--- src/rtl/instr_reg_fifo_ctrl.sv ---
// Purpose: turns the 32-entry instruction register into an in-order queue fed by two round-robin producers.
// Latency: accept -> load_en one cycle later; entry is committed (count, cons_valid) one cycle after that.
// Backpressure: readies drop when committed + in-flight entries reach DEPTH or during flush; consumer pops via valid/ready.
module instr_reg_fifo_ctrl #(
    parameter int OPC_W     = 4,
    parameter int OPERAND_W = 32,
    parameter int ADDR_W    = 5
) (
    input  logic                 clk,
    input  logic                 reset,
    input  logic                 flush,
    input  logic                 p0_valid,
    output logic                 p0_ready,
    input  logic [OPC_W-1:0]     p0_opcode,
    input  logic [OPERAND_W-1:0] p0_operand_a,
    input  logic [OPERAND_W-1:0] p0_operand_b,
    input  logic                 p1_valid,
    output logic                 p1_ready,
    input  logic [OPC_W-1:0]     p1_opcode,
    input  logic [OPERAND_W-1:0] p1_operand_a,
    input  logic [OPERAND_W-1:0] p1_operand_b,
    output logic                 cons_valid,
    input  logic                 cons_ready,
    output logic                 load_en,
    output logic [ADDR_W-1:0]    write_pointer,
    output logic [OPC_W-1:0]     opcode,
    output logic [OPERAND_W-1:0] operand_a,
    output logic [OPERAND_W-1:0] operand_b,
    output logic [ADDR_W-1:0]    read_pointer,
    output logic [ADDR_W:0]      count,
    output logic                 full
);

    localparam int DEPTH = 1 << ADDR_W;

    logic                 load_en_q, load_en_d;
    logic [ADDR_W-1:0]    write_pointer_q, write_pointer_d;
    logic [OPC_W-1:0]     opcode_q, opcode_d;
    logic [OPERAND_W-1:0] operand_a_q, operand_a_d;
    logic [OPERAND_W-1:0] operand_b_q, operand_b_d;
    logic [ADDR_W-1:0]    head_q, head_d;
    logic [ADDR_W-1:0]    tail_q, tail_d;
    logic [ADDR_W:0]      count_q, count_d;
    logic                 last_grant_q, last_grant_d;

    logic [ADDR_W+1:0]    occupancy;
    logic                 full_c;
    logic                 allow;
    logic                 p1_wins;
    logic                 acc0;
    logic                 acc1;
    logic                 accept;
    logic                 cons_valid_c;
    logic                 pop;

    // Slot accounting, round-robin arbitration and consumer handshake.
    always_comb begin
        // The in-flight write already owns a slot, so it counts toward full.
        occupancy    = {1'b0, count_q} + (ADDR_W+2)'(load_en_q);
        full_c       = (occupancy == (ADDR_W+2)'(DEPTH));
        allow        = !full_c && !flush;
        // On a tie the producer that did not win last time is granted.
        p1_wins      = p1_valid && (!p0_valid || !last_grant_q);
        p0_ready     = allow && !p1_wins;
        p1_ready     = allow && p1_wins;
        acc0         = p0_valid && p0_ready;
        acc1         = p1_valid && p1_ready;
        accept       = acc0 || acc1;
        cons_valid_c = (count_q != '0) && !flush;
        pop          = cons_valid_c && cons_ready;
    end

    // Next-state: write staging, pointer advance, occupancy and flush clear.
    always_comb begin
        load_en_d       = 1'b0;
        write_pointer_d = write_pointer_q;
        opcode_d        = opcode_q;
        operand_a_d     = operand_a_q;
        operand_b_d     = operand_b_q;
        head_d          = head_q;
        tail_d          = tail_q;
        count_d         = count_q;
        last_grant_d    = last_grant_q;

        if (accept) begin
            load_en_d       = 1'b1;
            write_pointer_d = tail_q;
            tail_d          = tail_q + ADDR_W'(1);
            last_grant_d    = acc1;
            if (acc1) begin
                opcode_d    = p1_opcode;
                operand_a_d = p1_operand_a;
                operand_b_d = p1_operand_b;
            end else begin
                opcode_d    = p0_opcode;
                operand_a_d = p0_operand_a;
                operand_b_d = p0_operand_b;
            end
        end

        if (pop) begin
            head_d = head_q + ADDR_W'(1);
        end

        // An entry becomes committed the cycle the register captures it.
        case ({load_en_q, pop})
            2'b10:   count_d = count_q + (ADDR_W+1)'(1);
            2'b01:   count_d = count_q - (ADDR_W+1)'(1);
            default: count_d = count_q;
        endcase

        // Flush drops everything queued and in flight but keeps arbitration history.
        if (flush) begin
            load_en_d = 1'b0;
            head_d    = '0;
            tail_d    = '0;
            count_d   = '0;
        end
    end

    // State registers; reset wins over flush and any handshake.
    always_ff @(posedge clk) begin
        if (reset) begin
            load_en_q       <= 1'b0;
            write_pointer_q <= '0;
            opcode_q        <= '0;
            operand_a_q     <= '0;
            operand_b_q     <= '0;
            head_q          <= '0;
            tail_q          <= '0;
            count_q         <= '0;
            last_grant_q    <= 1'b1;
        end else begin
            load_en_q       <= load_en_d;
            write_pointer_q <= write_pointer_d;
            opcode_q        <= opcode_d;
            operand_a_q     <= operand_a_d;
            operand_b_q     <= operand_b_d;
            head_q          <= head_d;
            tail_q          <= tail_d;
            count_q         <= count_d;
            last_grant_q    <= last_grant_d;
        end
    end

    assign cons_valid    = cons_valid_c;
    assign full          = full_c;
    assign load_en       = load_en_q;
    assign write_pointer = write_pointer_q;
    assign opcode        = opcode_q;
    assign operand_a     = operand_a_q;
    assign operand_b     = operand_b_q;
    assign read_pointer  = head_q;
    assign count         = count_q;

endmodule
--- config.mk ---
export PLATFORM = sky130hd
export DESIGN_NAME = instr_reg_fifo_ctrl
export DESIGN_NICKNAME = d
export VERILOG_FILES = /design/src/rtl/instr_reg_fifo_ctrl.sv
export SDC_FILE = /design/constraint.sdc
export NUM_CORES = 1
export LEC_CHECK = 0
export ABC_AREA = 1
export BUFFER_PORTS_ARGS = -buffer_cell sky130_fd_sc_hd__buf_4
export CORE_MARGIN = 2
export CORE_UTILIZATION = 40
export DETAILED_ROUTE_END_ITERATION = 10
export GPL_TIMING_DRIVEN = 0
export PLACE_DENSITY = 0.77
export SLEW_MARGIN = 20
export SYNTH_ARGS = -nofsm -noshare
export SYNTH_HDL_FRONTEND = slang
export SYNTH_SLANG_ARGS = --single-unit
--- constraint.sdc ---
create_clock -name clk -period 5.1 [get_ports clk]
set_input_delay 0.765 -clock clk [delete_from_list [all_inputs] [get_ports clk]]
set_output_delay 0.765 -clock clk [all_outputs]
set_load 0.05 [all_outputs]
==> summary.txt, run 1 <==
Outcome
  – Outcome: completed

Clocking
  – TritonCTS clock tree: done
  – CTS max path bufs: 2
  – Post-CTS resize count: 0
  – # hold bufs at CTS: 0
  – Clk Latency, worst-skew pair: 0.35 ns
  – H-tree levels: 3
  – Root Buffer: clkbuf_16
  – Clock transition at path regs: 0.06 ns
  – Postcts setup bufs: 0
  – CTS buffer count: 9
  – Sink Count: 91

Route
  – DRC errors left: 0
  – DR iter-0 viols: 430
  – TritonRoute pass-1 iters: 4
  – Routed vias: 5,857
  – WL/cell: 13.1 µm
  – Avg Vias per Cell: 4.68
  – Detailed Route WL: 16,500 µm
  – Antenna viol nets, final: 0

Die
  – Die X: 117 µm
  – Die Ht: 117 µm
  – Core area: 12,600 µm²
  – Num rows: 41
  – Initial Util: 40.7%
  – Die area: 13,700 µm²
  – IO Count: 231

GRT
  – Busiest layer in global routing: met2
  – First-pass GRT wire length: 25,100 µm
  – Vias in the first global route: 5,192
  – Initial antenna violation count: 0
  – Total Routing Usage GR: 23.4%
  – Routing usage on met3: 6.02%
  – Largest net degree at the start of global routing: 14
  – GR Util met2: 40.4%
  – M1 GR Usage: 28.6%
  – Grt total ovfl: 0

Power
  – Comb power frac: 29.1%
  – Worst vdd ir: 0.167 mV
  – Flop pwr share: 37.2%
  – Internal Power: 1.42 mW
  – Clock power frac: 33.7%
  – Switch share: 32.8%
  – Psw: 0.694 mW
  – Pwr Density: 288 nW/µm²
  – Pleak: 4.00 nW
  – PnR Total Power: 2.12 mW

Synthesis
  – Syn avg cell area: 6.12 µm²
  – Synthesized instance count: 835
  – Netlist cell types: 24
  – Mapped Area: 5110 µm²
  – Seq/Total Area, Yosys: 35.7%
  – Seq cells post-synth: 91
  – Syn Nets: 987
  – Ys Warns: 0

STA
  – Max Clock Freq: 279 MHz
  – RSZ-0062 raised after global routing: false
  – Worst Max-Slew Pin Slew: 0.526 ns
  – Fin. Hold Viols: 0
  – Crit share post-route: 70.3%
  – Clock Skew: 0.00753 ns
  – Setup TNS: 0 ns
  – Fin crit period: 3.58 ns
  – Final setup vio count: 0
  – Final setup margin: 1.52 ns
  – Normalized max-slew margin: 64.9%
  – Slew Limit Fails: 0

Setup path
  – Slowest cell on crit path: dfxtp_1
  – Critical Path RT: 4.34 ns
  – Crit path kind: reg2out
  – Setup crit end kind: output port
  – CP Launch Type: flop
  – CP peak stage delay: 0.51 ns
  – Max Fanout on Critical Path: 10
  – Crit path DAT: 2.82 ns
  – Worst Reg-to-Reg Cells: 11
  – CP cell instances: ha_1 -> ha_1 -> nor2_1 -> nand2_1 -> nor2_1 -> nand3_2 -> buf_2 -> buf_2 -> inv_1 -> nor3_1 -> buf_4

Placement
  – Placed cell count: 1,237
  – PortBufs: 230
  – Placed inst area: 7050 µm²
  – GPL Wtd Cong: 0.847
  – Placement Setup Slack: 1.90 ns
  – Dpl hpwl: 12,100 µm

Final layout
  – Layout overhead on the synthesized area: 44.1%
  – Fin nets: 1,228
  – Most common cell after layout, fill and taps aside: nand2_1
  – Finished Layout Cells: 1,252
  – Design Area, Final: 7360 µm²
  – Share of cells above drive strength 1: 25.4%
  – Antenna cells: 0
  – Most frequent cells in the layout: 308 x nand2_1, 240 x buf_4, 154 x nor2_1
  – Fill count: 1,257

Run
  – Max Cap Viol: 0

Worst hold path
  – Type of the most critical hold path: reg2reg
  – Hold path depth: 2
==> cell usage after synthesis <==
master / number / area share (%)
nand2_1: 308 / 23
a21oi_1: 16 / 1.6
clkinv_1: 1 / 0.073
o2111ai_1: 9 / 1.5
ha_1: 9 / 2.2
dfxtp_1: 91 / 36
nand3_1: 8 / 0.78
nor3_1: 3 / 0.29
inv_1: 87 / 6.4
buf_1: 8 / 0.59
buf_4: 10 / 1.5
o211ai_2: 1 / 0.24
nor2_1: 154 / 11
nand3_2: 2 / 0.39
a21boi_2: 1 / 0.22
o21ai_0: 5 / 0.49
nand4_1: 70 / 8.6
clkbuf_1: 22 / 1.6
buf_2: 17 / 1.7
xnor2_1: 4 / 0.69
inv_2: 1 / 0.073
xor2_1: 6 / 1.0
fa_1: 1 / 0.39
a31oi_1: 1 / 0.12
==> flip-flops by register name (all words and copies together), names as in the netlist <==
register	flops
count	6
last_grant_q	1
load_en	1
opcode	4
operand_a	32
operand_b	32
read_pointer	5
tail_q	5
write_pointer	5
==> layout make-up <==
type                    instances  area, µm²  share of cell area, %
multi-input cells             598       2680                   36.4
flip-flops and latches         91       1820                   24.7
repair buffers                230       1730                   23.5
inverters                      89        334                   4.54
plain buffers                  57        273                   3.70
clock buffers                  13        250                   3.40
well taps                     172        215                   2.92
clock inverters                 2       60.1                  0.816
==> power groups by stage <==
stage               Combinational (mW)  Sequential [mW]  Clock, mW
floorplan                        0.224            0.969          0
global placement                 0.613            0.801          0
detailed placement               0.616            0.804          0
CTS                              0.618            0.788      0.726
global route                     0.672            0.793      0.755
finish                           0.615            0.788      0.715
==> cells by family (layout without fill, tap and decap cells) <==
kind of cell	after synthesis	count (layout)	synth area share, %
buf+inv	146	391	11.9
simple gates	545	545	44.0
compound gates	33	33	4.19
fa+ha+maj	10	10	2.60
flops	91	91	35.7
xor+xnor	10	10	1.71
==> stage by stage <==
stage               hold WS [ns]  util [%]
floorplan                  0.449         -
global route               0.493      58.6
detailed placement         0.458      56.1
finish                     0.465      58.6
global placement           0.449      56.1
CTS                        0.469      58.6
==> critical path: cells and delay by family (launching register included) <==
kind                     cells  cell delay (ns)
adder cells (fa/ha/maj)      2             0.52
flip-flops                   1             0.51
AND/OR/NAND/NOR              5             0.62
buffers and inverters        4             0.82
==> final timing paths <==
kind,end,slack [ns],startpoint
setup / recovery,p0_ready,1.52,count[0]$_SDFFE_PP0P_
hold / removal,write_pointer[0]$_SDFFE_PP0P_,0.47,write_pointer[0]$_SDFFE_PP0P_
setup reg to reg,operand_b[31]$_SDFFE_PP0P_,2.53,count[0]$_SDFFE_PP0P_
hold reg to reg,write_pointer[0]$_SDFFE_PP0P_,0.47,write_pointer[0]$_SDFFE_PP0P_
==> layer usage <==
layer  routed length, µm  vias up  share of wire, %
li1                    -     3078                 -
met1                7120     2575                43
met2                7900      175                48
met3                1060       29               6.4
met4                 378        0               2.3
met5                   0        -                 0
Power figures use the tool's default switching activity.
==> inputs of run 2 (changes only) <==
==> constraint.sdc (replaced) <==
create_clock -name clk -period 3.71 [get_ports clk]
set_input_delay 0.5565 -clock clk [delete_from_list [all_inputs] [get_ports clk]]
set_output_delay 0.5565 -clock clk [all_outputs]
set_load 0.05 [all_outputs]
==> run 2 against run 1 <==
- clock power rose by 20%
- clock skew fell by 0.0032 ns
- final area fell by 0.42%
- sequential power rose by 37%
- register-to-register slack got worse by 1.3 ns
- sequential cell count did not move
- final cell count barely moved
- largest cell class unchanged
==> summary.txt, run 2 (synthesis results as in run 1) <==
Power
  – Comb power frac: 30.4%
  – Clock power frac: 30.7%
  – Psw: 0.943 mW
  – Internal Power: 1.84 mW
  – Pleak: 3.99 nW
  – Pwr Density: 380 nW/µm²
  – Flop pwr share: 38.9%
  – Worst vdd ir: 0.171 mV
  – PnR Total Power: 2.78 mW
  – Switch share: 33.9%

Setup path
  – Reg2reg end: operand_b[17]$_SDFFE_PP0P_
  – Crit path DAT: 2.76 ns
  – Crit path kind: reg2out
  – Critical Path RT: 3.15 ns
  – Setup crit end kind: output port
  – CP Launch Type: flop
  – R2R setup slack: 1.20 ns
  – Max Fanout on Critical Path: 10
  – Reg-to-Reg Start: count[0]$_SDFFE_PP0P_
  – Worst Reg-to-Reg Cells: 11

Route
  – Detailed Route WL: 16,200 µm
  – Routed vias: 5,776
  – Met1 Routed Length: 7190 µm
  – DRC errors left: 0
  – WL/cell: 12.9 µm
  – DR iter-0 viols: 267
  – Top sig layer: met4
  – Metal2 WL: 7670 µm
  – Avg Vias per Cell: 4.61
  – Antenna viol nets, final: 0
  – WL met3: 1050 µm
  – TritonRoute pass-1 iters: 4

Clocking
  – CTS max path bufs: 2
  – # hold bufs at CTS: 0
  – H-tree levels: 3
  – Postcts setup bufs: 0
  – Clk Latency, worst-skew pair: 0.34 ns
  – TritonCTS clock tree: done
  – Post-CTS resize count: 0
  – CTS buffer count: 9
  – Sink Count: 91
  – Root Buffer: clkbuf_16
  – Clock transition at path regs: 0.06 ns

Placement
  – Dpl hpwl: 12,100 µm
  – Placed inst area: 7060 µm²
  – GPL Wtd Cong: 0.855
  – Placed cell count: 1,237
  – PortBufs: 230
  – Placement Setup Slack: 0.768 ns

STA
  – RSZ-0062 raised after global routing: false
  – Fin crit period: 3.31 ns
  – Worst Max-Slew Pin Slew: 0.510 ns
  – Normalized max-slew margin: 66.0%
  – Worst hold margin: 0.429 ns
  – Max Clock Freq: 302 MHz
  – Crit share post-route: 89.3%
  – Clock Skew: 0.00433 ns
  – Setup TNS: 0 ns
  – Final setup margin: 0.396 ns
  – Final setup vio count: 0
  – Slew Limit Fails: 0
  – Fin. Hold Viols: 0

Worst hold path
  – Worst Hold Path EP: write_pointer[2]$_SDFFE_PP0P_
  – Type of the most critical hold path: in2reg
  – Hold path startpoint: reset
  – Hold path depth: 2

Final layout
  – Share of cells above drive strength 1: 25.5%
  – Fill count: 1,263
  – Most frequent cells in the layout: 308 x nand2_1, 240 x buf_4, 154 x nor2_1
  – Most common cell after layout, fill and taps aside: nand2_1
  – Antenna cells: 0
  – Finished Layout Cells: 1,253
  – Fin nets: 1,228
  – Layout overhead on the synthesized area: 43.5%
  – Layout Utilization: 58.3%
  – Design Area, Final: 7330 µm²

Die
  – IO Count: 231
  – Initial Util: 40.7%
  – Die area: 13,700 µm²
  – Die X: 117 µm
  – Num rows: 41
  – Die Ht: 117 µm
  – Core area: 12,600 µm²

GRT
  – Total Routing Usage GR: 23.0%
  – Initial antenna violation count: 0
  – Grt total ovfl: 0
  – First-pass GRT wire length: 24,700 µm
  – Largest net degree at the start of global routing: 14
  – Vias in the first global route: 5,009

Run
  – Max Cap Viol: 0

Outcome
  – Outcome: completed
## run 2: changes by cell type in the layout (fill, tap and decap cells not counted)
cell / change
nor3_1: -1
clkinv_2: +2
nor3_2: +1
clkbuf_8: +1
bufinv_16: -2
## run 2: metal layers
metal | vias to the layer above | track usage, %
met4 | 0 | 7.61
met2 | 147 | 38.7
li1 | 3071 | -
met1 | 2536 | 29.6
met5 | - | 0
met3 | 22 | 4.63
## run 2: how the worst max path moves through the flow
stage	start	end	slack [ns]	depth (start not counted)
finish	count[0]$_SDFFE_PP0P_	p0_ready	0.40	11
global route	count[0]$_SDFFE_PP0P_	p0_ready	0.16	11
floorplan	count[0]$_SDFFE_PP0P_	p0_ready	0.34	10
detailed placement	count[0]$_SDFFE_PP0P_	p0_ready	0.77	11
global placement	count[0]$_SDFFE_PP0P_	p0_ready	0.78	11
CTS	count[0]$_SDFFE_PP0P_	p0_ready	0.36	11
## run 2: worst max-delay path, stage by stage, from the launching register on
cell and delay (ns):
dfxtp_1 0.51, ha_1 0.26, ha_1 0.24, nor2_1 0.10, nand2_1 0.06, nor2_1 0.11
nand3_2 0.28, buf_2 0.31, buf_2 0.20, inv_1 0.10, nor3_2 0.04, buf_4 0.21
## run 2: cell type report
type	count	area, µm²	area share, %
Multi-Input combinational cell	598	2690	36.6
Inverter	89	334	4.56
Clock buffer	14	264	3.60
Sequential cell	91	1820	24.9
Clock inverter	2	10.0	0.137
Tap cell	172	215	2.94
Buffer	57	273	3.72
Timing Repair Buffer	230	1730	23.6
## run 2: power groups by stage
stage / Clock, mW / Sequential (mW) / Combinational, mW
after floorplan: 0 / 1.33 / 0.308
after global placement: 0 / 1.10 / 0.841
after detailed placement: 0 / 1.10 / 0.847
after CTS: 0.876 / 1.08 / 0.849
after global routing: 0.921 / 1.09 / 0.920
final: 0.856 / 1.08 / 0.846
